File: src/rtl/serial_sub_pkg.sv
// Shared widths and FSM state encoding for the serial subtractor.
// No logic; imported by the slice and the top.
package serial_sub_pkg;
  localparam int W     = 16;
  localparam int SLICE = 4;

  typedef enum logic [1:0] {
    IDLE = 2'd0,
    CALC = 2'd1,
    DONE = 2'd2
  } state_t;
endpackage

File: src/rtl/sub4.sv
// One 4-bit subtract slice: d = a - b - bi, bo set when the slice underflows.
// Latency: combinational; backpressure: none.
module sub4
  import serial_sub_pkg::*;
(
  input  logic [SLICE-1:0] a,
  input  logic [SLICE-1:0] b,
  input  logic             bi,
  output logic [SLICE-1:0] d,
  output logic             bo
);
  logic [SLICE:0] r;

  // The extra top bit goes high exactly when the slice result is negative.
  always_comb r = {1'b0, a} - {1'b0, b} - {{SLICE{1'b0}}, bi};

  assign d  = r[SLICE-1:0];
  assign bo = r[SLICE];
endmodule

File: src/rtl/serial_sub16.sv
// Serial subtractor: D = A - B - bin, one SLICE-bit slice per cycle through a single sub4.
// Latency: done pulses W/SLICE+1 cycles after accept; backpressure: ready low while computing.
module serial_sub16 #(
  parameter int W     = serial_sub_pkg::W,
  parameter int SLICE = serial_sub_pkg::SLICE
) (
  input  logic         clk,
  input  logic         rst,
  input  logic         start,
  input  logic [W-1:0] A,
  input  logic [W-1:0] B,
  input  logic         bin,
  output logic         ready,
  output logic         done,
  output logic [W-1:0] D,
  output logic         bout,
  output logic         ovf
);
  import serial_sub_pkg::*;

  localparam int NSL   = W / SLICE;
  localparam int IDX_W = (NSL > 1) ? $clog2(NSL) : 1;

  state_t             state, state_nx;
  logic [W-1:0]       a_q, b_q;
  logic [W-SLICE-1:0] acc_q;
  logic               brw_q;
  logic [IDX_W-1:0]   idx_q;

  logic [SLICE-1:0]   sl_a, sl_b, sl_d;
  logic               sl_bo;
  logic               last, accept;

  assign sl_a   = a_q[idx_q*SLICE +: SLICE];
  assign sl_b   = b_q[idx_q*SLICE +: SLICE];
  assign last   = (idx_q == IDX_W'(NSL - 1));
  assign accept = start && ready;

  sub4 u_sub4 (
    .a  (sl_a),
    .b  (sl_b),
    .bi (brw_q),
    .d  (sl_d),
    .bo (sl_bo)
  );

  always_ff @(posedge clk) begin
    if (rst) state <= IDLE;
    else     state <= state_nx;
  end

  always_comb begin
    state_nx = state;
    ready    = 1'b1;
    done     = 1'b0;
    case (state)
      IDLE: if (start) state_nx = CALC;
      CALC: begin
        ready = 1'b0;
        if (last) state_nx = DONE;
      end
      DONE: begin
        done     = 1'b1;
        state_nx = start ? CALC : IDLE;
      end
      default: state_nx = IDLE;
    endcase
  end

  // Finished slices shift down through acc_q so the last slice lands the full word on D at once.
  always_ff @(posedge clk) begin
    if (rst) begin
      a_q   <= '0;
      b_q   <= '0;
      acc_q <= '0;
      brw_q <= 1'b0;
      idx_q <= '0;
      D     <= '0;
      bout  <= 1'b0;
      ovf   <= 1'b0;
    end else if (accept) begin
      a_q   <= A;
      b_q   <= B;
      brw_q <= bin;
      idx_q <= '0;
    end else if (state == CALC) begin
      brw_q <= sl_bo;
      acc_q <= {sl_d, acc_q[W-SLICE-1:SLICE]};
      if (last) begin
        idx_q <= '0;
        D     <= {sl_d, acc_q};
        bout  <= sl_bo;
        ovf   <= (a_q[W-1] ^ b_q[W-1]) & (sl_d[SLICE-1] ^ a_q[W-1]);
      end else begin
        idx_q <= idx_q + IDX_W'(1);
      end
    end
  end
endmodule

File: config.mk
export PLATFORM = sky130hd
export DESIGN_NAME = serial_sub16
export DESIGN_NICKNAME = d
export VERILOG_FILES = /design/src/rtl/serial_sub_pkg.sv /design/src/rtl/sub4.sv /design/src/rtl/serial_sub16.sv
export SDC_FILE = /design/constraint.sdc
export NUM_CORES = 1
export LEC_CHECK = 0
export ABC_AREA = 1
export CAP_MARGIN = 30
export CORE_MARGIN = 5
export CORE_UTILIZATION = 50
export DETAILED_ROUTE_END_ITERATION = 10
export GPL_TIMING_DRIVEN = 0
export PLACE_DENSITY = 0.78
export RECOVER_POWER = 100
export SLEW_MARGIN = 20
export SYNTH_ARGS = -nofsm -noshare
export SYNTH_HDL_FRONTEND = slang
export SYNTH_SLANG_ARGS = --single-unit
File: constraint.sdc
create_clock -name clk -period 3 [get_ports clk]
set_input_delay 0.45 -clock clk [delete_from_list [all_inputs] [get_ports clk]]
set_output_delay 0.45 -clock clk [all_outputs]
set_load 0.03 [all_outputs]
After elaboration in Yosys (flattened, before gate mapping) --
Index checks and enable logic that the tools add are counted.
Word-level totals: register bits 67, input bits 36, output and inout bits 20, word-level logic and storage cells 39
Cells by class: $add $sub $neg 3, equal/unequal tests 5, shift-type cells 2, mux-type cells 9, bitwise operators 4, reduce and logical (&&, ||, !) cells 7
Operators with widths (count):
- $shiftx 16x5->4 | 2
- $mux 2 | 3
- $pmux 2 s3 | 1
- $mux 1 | 5
- $sub 4x4->5 | 1
- $sub 5x1->5 | 1
- $eq 2x2->1 const B | 2
- $ne 2x2->1 const B | 2
- $reduce_and 2->1 | 2
- $reduce_and 3->1 | 1
- $add 2x1->2 const B | 1
- $eq 2x1->1 const B | 1
- $logic_not 2->1 | 1
- $reduce_bool 2->1 | 1
- $reduce_or 2->1 | 1
- $xor 1x1->1 | 2
- $and 1x1->1 | 1
- $logic_and 1x1->1 | 1
- $not 1->1 | 1

Logic depth before layout (Yosys ltp) --
depth after elaboration 5, mapped depth 15, mapped depth without buffers 13

Modules after synthesis --
From an unflattened synthesis, not the netlist that was laid out.
Unflattened totals: cells, all modules 385, area total of the unflattened synthesis 2816.5 sq um
By module, submodules not included:
- serial_sub16 | instances 1, cells each 350, area an instance 2586.2 sq um, seq. area each 1341.3 sq um
- sub4 | instances 1, cells each 35, area an instance 230.2 sq um, seq. area each 0.0 sq um

Worst setup path before layout --
OpenSTA, ideal clock, no wires.
path type register -> register, from reg idx_q[0], to reg brw_q, library setup time 0.070 ns, data arrival time 2.303 ns, path slack 0.627 ns, cell stages (with the launch flop) 14, buffers on the path 2, cells stage by stage dfxtp_1 buf_2 clkbuf_1 o21ai_0 o22ai_1 fa_1 inv_1 fa_1 inv_1 nand2_1 a21oi_1 xor2_1 o21ai_0 a21oi_1
On the way: cells in the longest elaborated chain, start to end 5, elaborated cells on any way between the ends 6, classes of those cells add/sub (2); shift (2); mux (2)
RTL lines:
- start, declared | RTL line serial_sub16.sv:28 | logic [IDX_W-1:0] idx_q;
- start signal, assigned | RTL line serial_sub16.sv:95 | idx_q <= idx_q + IDX_W'(1);
- $shiftx 16x5->4, on equally long branches | RTL line serial_sub16.sv:34, serial_sub16.sv:35
- $sub 4x4->5 (*) | RTL line sub4.sv:15 | always_comb r = {1'b0, a} - {1'b0, b} - {{SLICE{1'b0}}, bi};
- $sub 5x1->5 (*) | RTL line sub4.sv:15
- $mux 1 (*) | RTL line serial_sub16.sv:86 | end else if (state == CALC) begin
- $mux 1 (*) | RTL line serial_sub16.sv:81 | end else if (accept) begin
- end signal, assigned | RTL line serial_sub16.sv:84 | brw_q <= bin;
- end signal, assigned | RTL line serial_sub16.sv:87 | brw_q <= sl_bo;
- end, declared | RTL line serial_sub16.sv:27 | logic brw_q;
Mark *: on every way between the ends. The rest lies on a longest branch, timed or not. The select of a mux whose other input is x is not followed. A chain may end at the register's enable or synchronous reset.

Final worst setup path --
from reg state[0], to out ready
On the way: cells in the longest elaborated chain, start to end 2
RTL lines:
- start, declared | RTL line serial_sub16.sv:24 | state_t state, state_nx;
- start signal, assigned | RTL line serial_sub16.sv:49 | else state <= state_nx;
- $eq 2x1->1 | RTL line serial_sub16.sv:56 | case (state)
- $mux 1 | RTL line serial_sub16.sv:56
- end, declared | RTL line serial_sub16.sv:13 | output logic ready,
No other way between the ends.

==> results.py <==
metrics = {
    "pwr": {
        "fin_total_pwr_mw": 2.06,
        "powerDensity_mw_per_mm2": 579,
        "leakage_nw": 1.58,
        "max-vdd-ir-drop_uv": 285,
    },
    "global_routing": {
        "busiest_layer": "met2",
        "grt_pass1_vias": 2569,
        "grt_usage": 0.199,
        "use_met2": 0.333,
        "antenna_found_initial": 0,
        "grtUsageMet3": 0.0334,
        "grt_start_max_net_pins": 12,
        "use_met1": 0.236,
        "grt.overflow.total": 0,
        "grt_pass1_wl_mm": 11.4,
    },
    "route": {
        "via_count": 2645,
        "routed_via_density": 5.23,
        "drc_errors": 0,
        "ant_nets": 0,
        "wl_per_cell_um": 13.4,
        "drtIter0Drc": 141,
        "drt_wl_total_mm": 6.79,
        "drtPass1Iterations": 5,
    },
    "finish": {
        "seqCellArea_mm2": 0.00134,
        "area_delta_synth_final_pct": 27.9,
        "drive_gt1_frac": 0.0576,
        "diodes": 0,
        "multi_input_area_mm2": 0.00120,
        "final.fill_count": 519,
        "fin_nets": 472,
        "final_util": 0.650,
    },
    "clock_network": {
        "postCtsHoldBufs": 0,
        "worstSkewPairLatency_ns": 0.35,
        "cts_sinks": 67,
        "numCtsBuffers": 9,
        "h-tree-depth": 3,
        "cts_tree": "built",
        "clk_pin_slew_worst_paths_ns": 0.07,
        "root_buffer": "clkbuf_8",
        "clockBufferDepth": 2,
    },
    "synth": {
        "yosys_warnings": 0,
        "yosys.area.top_type_share": 0.482,
        "synth.largest_area_cell": "dfxtp_1",
        "ys_types": 29,
        "ys_ff_latch": 67,
        "synth_area_leaders": "dfxtp_1 (48%), nor2_1 (12%), o21ai_0 (9.0%), nand2_1 (4.4%), a21oi_1 (4.0%)",
        "syn_nets": 407,
        "synthCells": 364,
        "synth.avg_cell_area_um2": 7.65,
        "syn_area_mm2": 0.00278,
        "yosysSeqAreaShare": 0.482,
    },
    "floorplanning": {
        "start_util": 0.509,
        "die_height_um": 84.6,
        "ios": 56,
        "coreArea_mm2": 0.00547,
        "die_area_mm2": 0.00716,
        "fp-row-count": 27,
        "die-width_um": 84.6,
    },
    "place": {
        "port_buffers": 54,
        "place_ws_ns": 0.163,
        "gp_congestion": 0.879,
        "hpwl_mm": 5.03,
    },
    "sta": {
        "setup_tns_ns": 0,
        "fin_worst_skew_ns": 0.00719,
        "tightest_slew_ns": 0.670,
        "fin_crit_ns": 2.84,
        "drv_slew": 0,
        "relSlewSlack": 0.551,
        "timing.final.crit_share": 0.947,
        "setup_violations": 0,
        "fmax_mhz": 352,
        "worst_slack_ns": 0.158,
        "finalHoldViolCount": 0,
    },
    "worst_setup_path": {
        "worstPathArrival_ns": 2.39,
        "crit_required_ns": 2.55,
        "crit_fanout": 10,
        "crit_type": "reg2out",
        "cp-end-kind": "primary output",
        "critPathLaunchType": "register",
    },
    "hold_path": {
        "min_path_type": "in2reg",
    },
    "flow_run": {
        "drv_cap": 0,
    },
    "status": {
        "status": "finished clean",
    },
}
sequential cells by signal, summed over array words and instances, names as in the netlist:
| register | count |
|---|---|
| D | 16 |
| a_q | 16 |
| acc_q | 12 |
| b_q | 16 |
| bout | 1 |
| brw_q | 1 |
| idx_q | 2 |
| ovf | 1 |
| state | 2 |
final timing paths:
kind | from | to | slack [ns] | depth (start not counted)
min reg2reg | acc_q[10] | D[10] | 0.47 | 2
min | rst | state[0] | 0.38 | 2
max | state[0] | ready | 0.16 | 5
max reg2reg | idx_q[0] | brw_q | 0.26 | 14
cells in the mapped netlist:
master     instances
nor2_1            90
dfxtp_1           67
o21ai_0           50
nand2_1           33
a21oi_1           22
inv_1             20
o21ai_1           15
nand3_1           14
buf_2              8
clkbuf_1           8
ha_1               5
inv_2              5
a211oi_1           3
a32o_1             3
clkbuf_2           3
o22ai_1            3
fa_1               2
nor2_8             2
and2_1             1
buf_1              1
buf_4              1
inv_4              1
nor2_2             1
nor2_4             1
o2111ai_1          1
o21a_1             1
o21bai_1           1
xnor2_1            1
xor2_1             1
area by class of cell:
cell class,count,area share
Buffer,20,0.0232
Clock buffer,11,0.0397
Clock inverter,5,0.0148
Inverter,26,0.0281
Multi-Input combinational cell,250,0.338
Sequential cell,67,0.377
Tap cell,72,0.0253
Timing Repair Buffer,55,0.154
critical path, cell delays in order (launching register included):
cell and delay (ns):
dfxtp_1 0.33, inv_1 0.05, nor2_1 0.51, inv_4 0.10
clkbuf_1 0.28, dlygate4sd3_1 0.77
metrics by stage:
step / cell area, um^2 / instances / hold WS, ns
global route: 3560 / 506 / 0.385
detailed placement: 3410 / 490 / 0.460
floorplan: 2780 / 364 / 0.430
finish: 3560 / 506 / 0.378
CTS: 3610 / 506 / 0.384
global placement: 3410 / 490 / 0.453
logic make-up (layout without fill, tap and decap cells):
| logic type | after synthesis | count (layout) | synth area share |
|---|---|---|---|
| adders and majority gates | 7 | 7 | 0.0369 |
| AOI/OAI and AO/OA | 99 | 99 | 0.191 |
| buffers and inverters | 47 | 117 | 0.0706 |
| DFF | 67 | 67 | 0.482 |
| xor gates and xnor gates | 2 | 2 | 0.00629 |
| and+or+nand+nor | 142 | 142 | 0.214 |
cell usage in the layout, fill, tap and decap left out, types with 2 or more instances in the layout:
cell type,n
inv_2,2
fa_1,2
a21oi_1,22
buf_2,4
inv_1,22
clkbuf_1,14
nand2_1,33
nor2_1,94
a211oi_1,3
clkdlybuf4s50_1,34
o21ai_0,59
nand3_1,14
a32o_1,3
clkinv_2,3
o21ai_1,6
clkbuf_8,10
o22ai_1,3
dfxtp_1,67
ha_1,5
dlygate4sd3_1,20
clkbuf_2,2
what timing repair did:
action                     in CTS  in global routing
buffers inserted                0                  1
setup endpoints to repair       0                  1
resized for setup               0                  2
routing by layer:
metal | vias up | wire length [um]
met5 | - | 0
met3 | 23 | 454
met2 | 104 | 3270
li1 | 1332 | -
met1 | 1186 | 2870
met4 | 0 | 208
report_power, final:
part           switching (mW)  internal (mW)  leakage (nW)
Combinational           0.197          0.148         0.931
Clock                   0.338          0.402        0.0991
Sequential             0.0305          0.947         0.550
Total                   0.566           1.50          1.58
No activity file was read; power rests on OpenSTA's default activity.
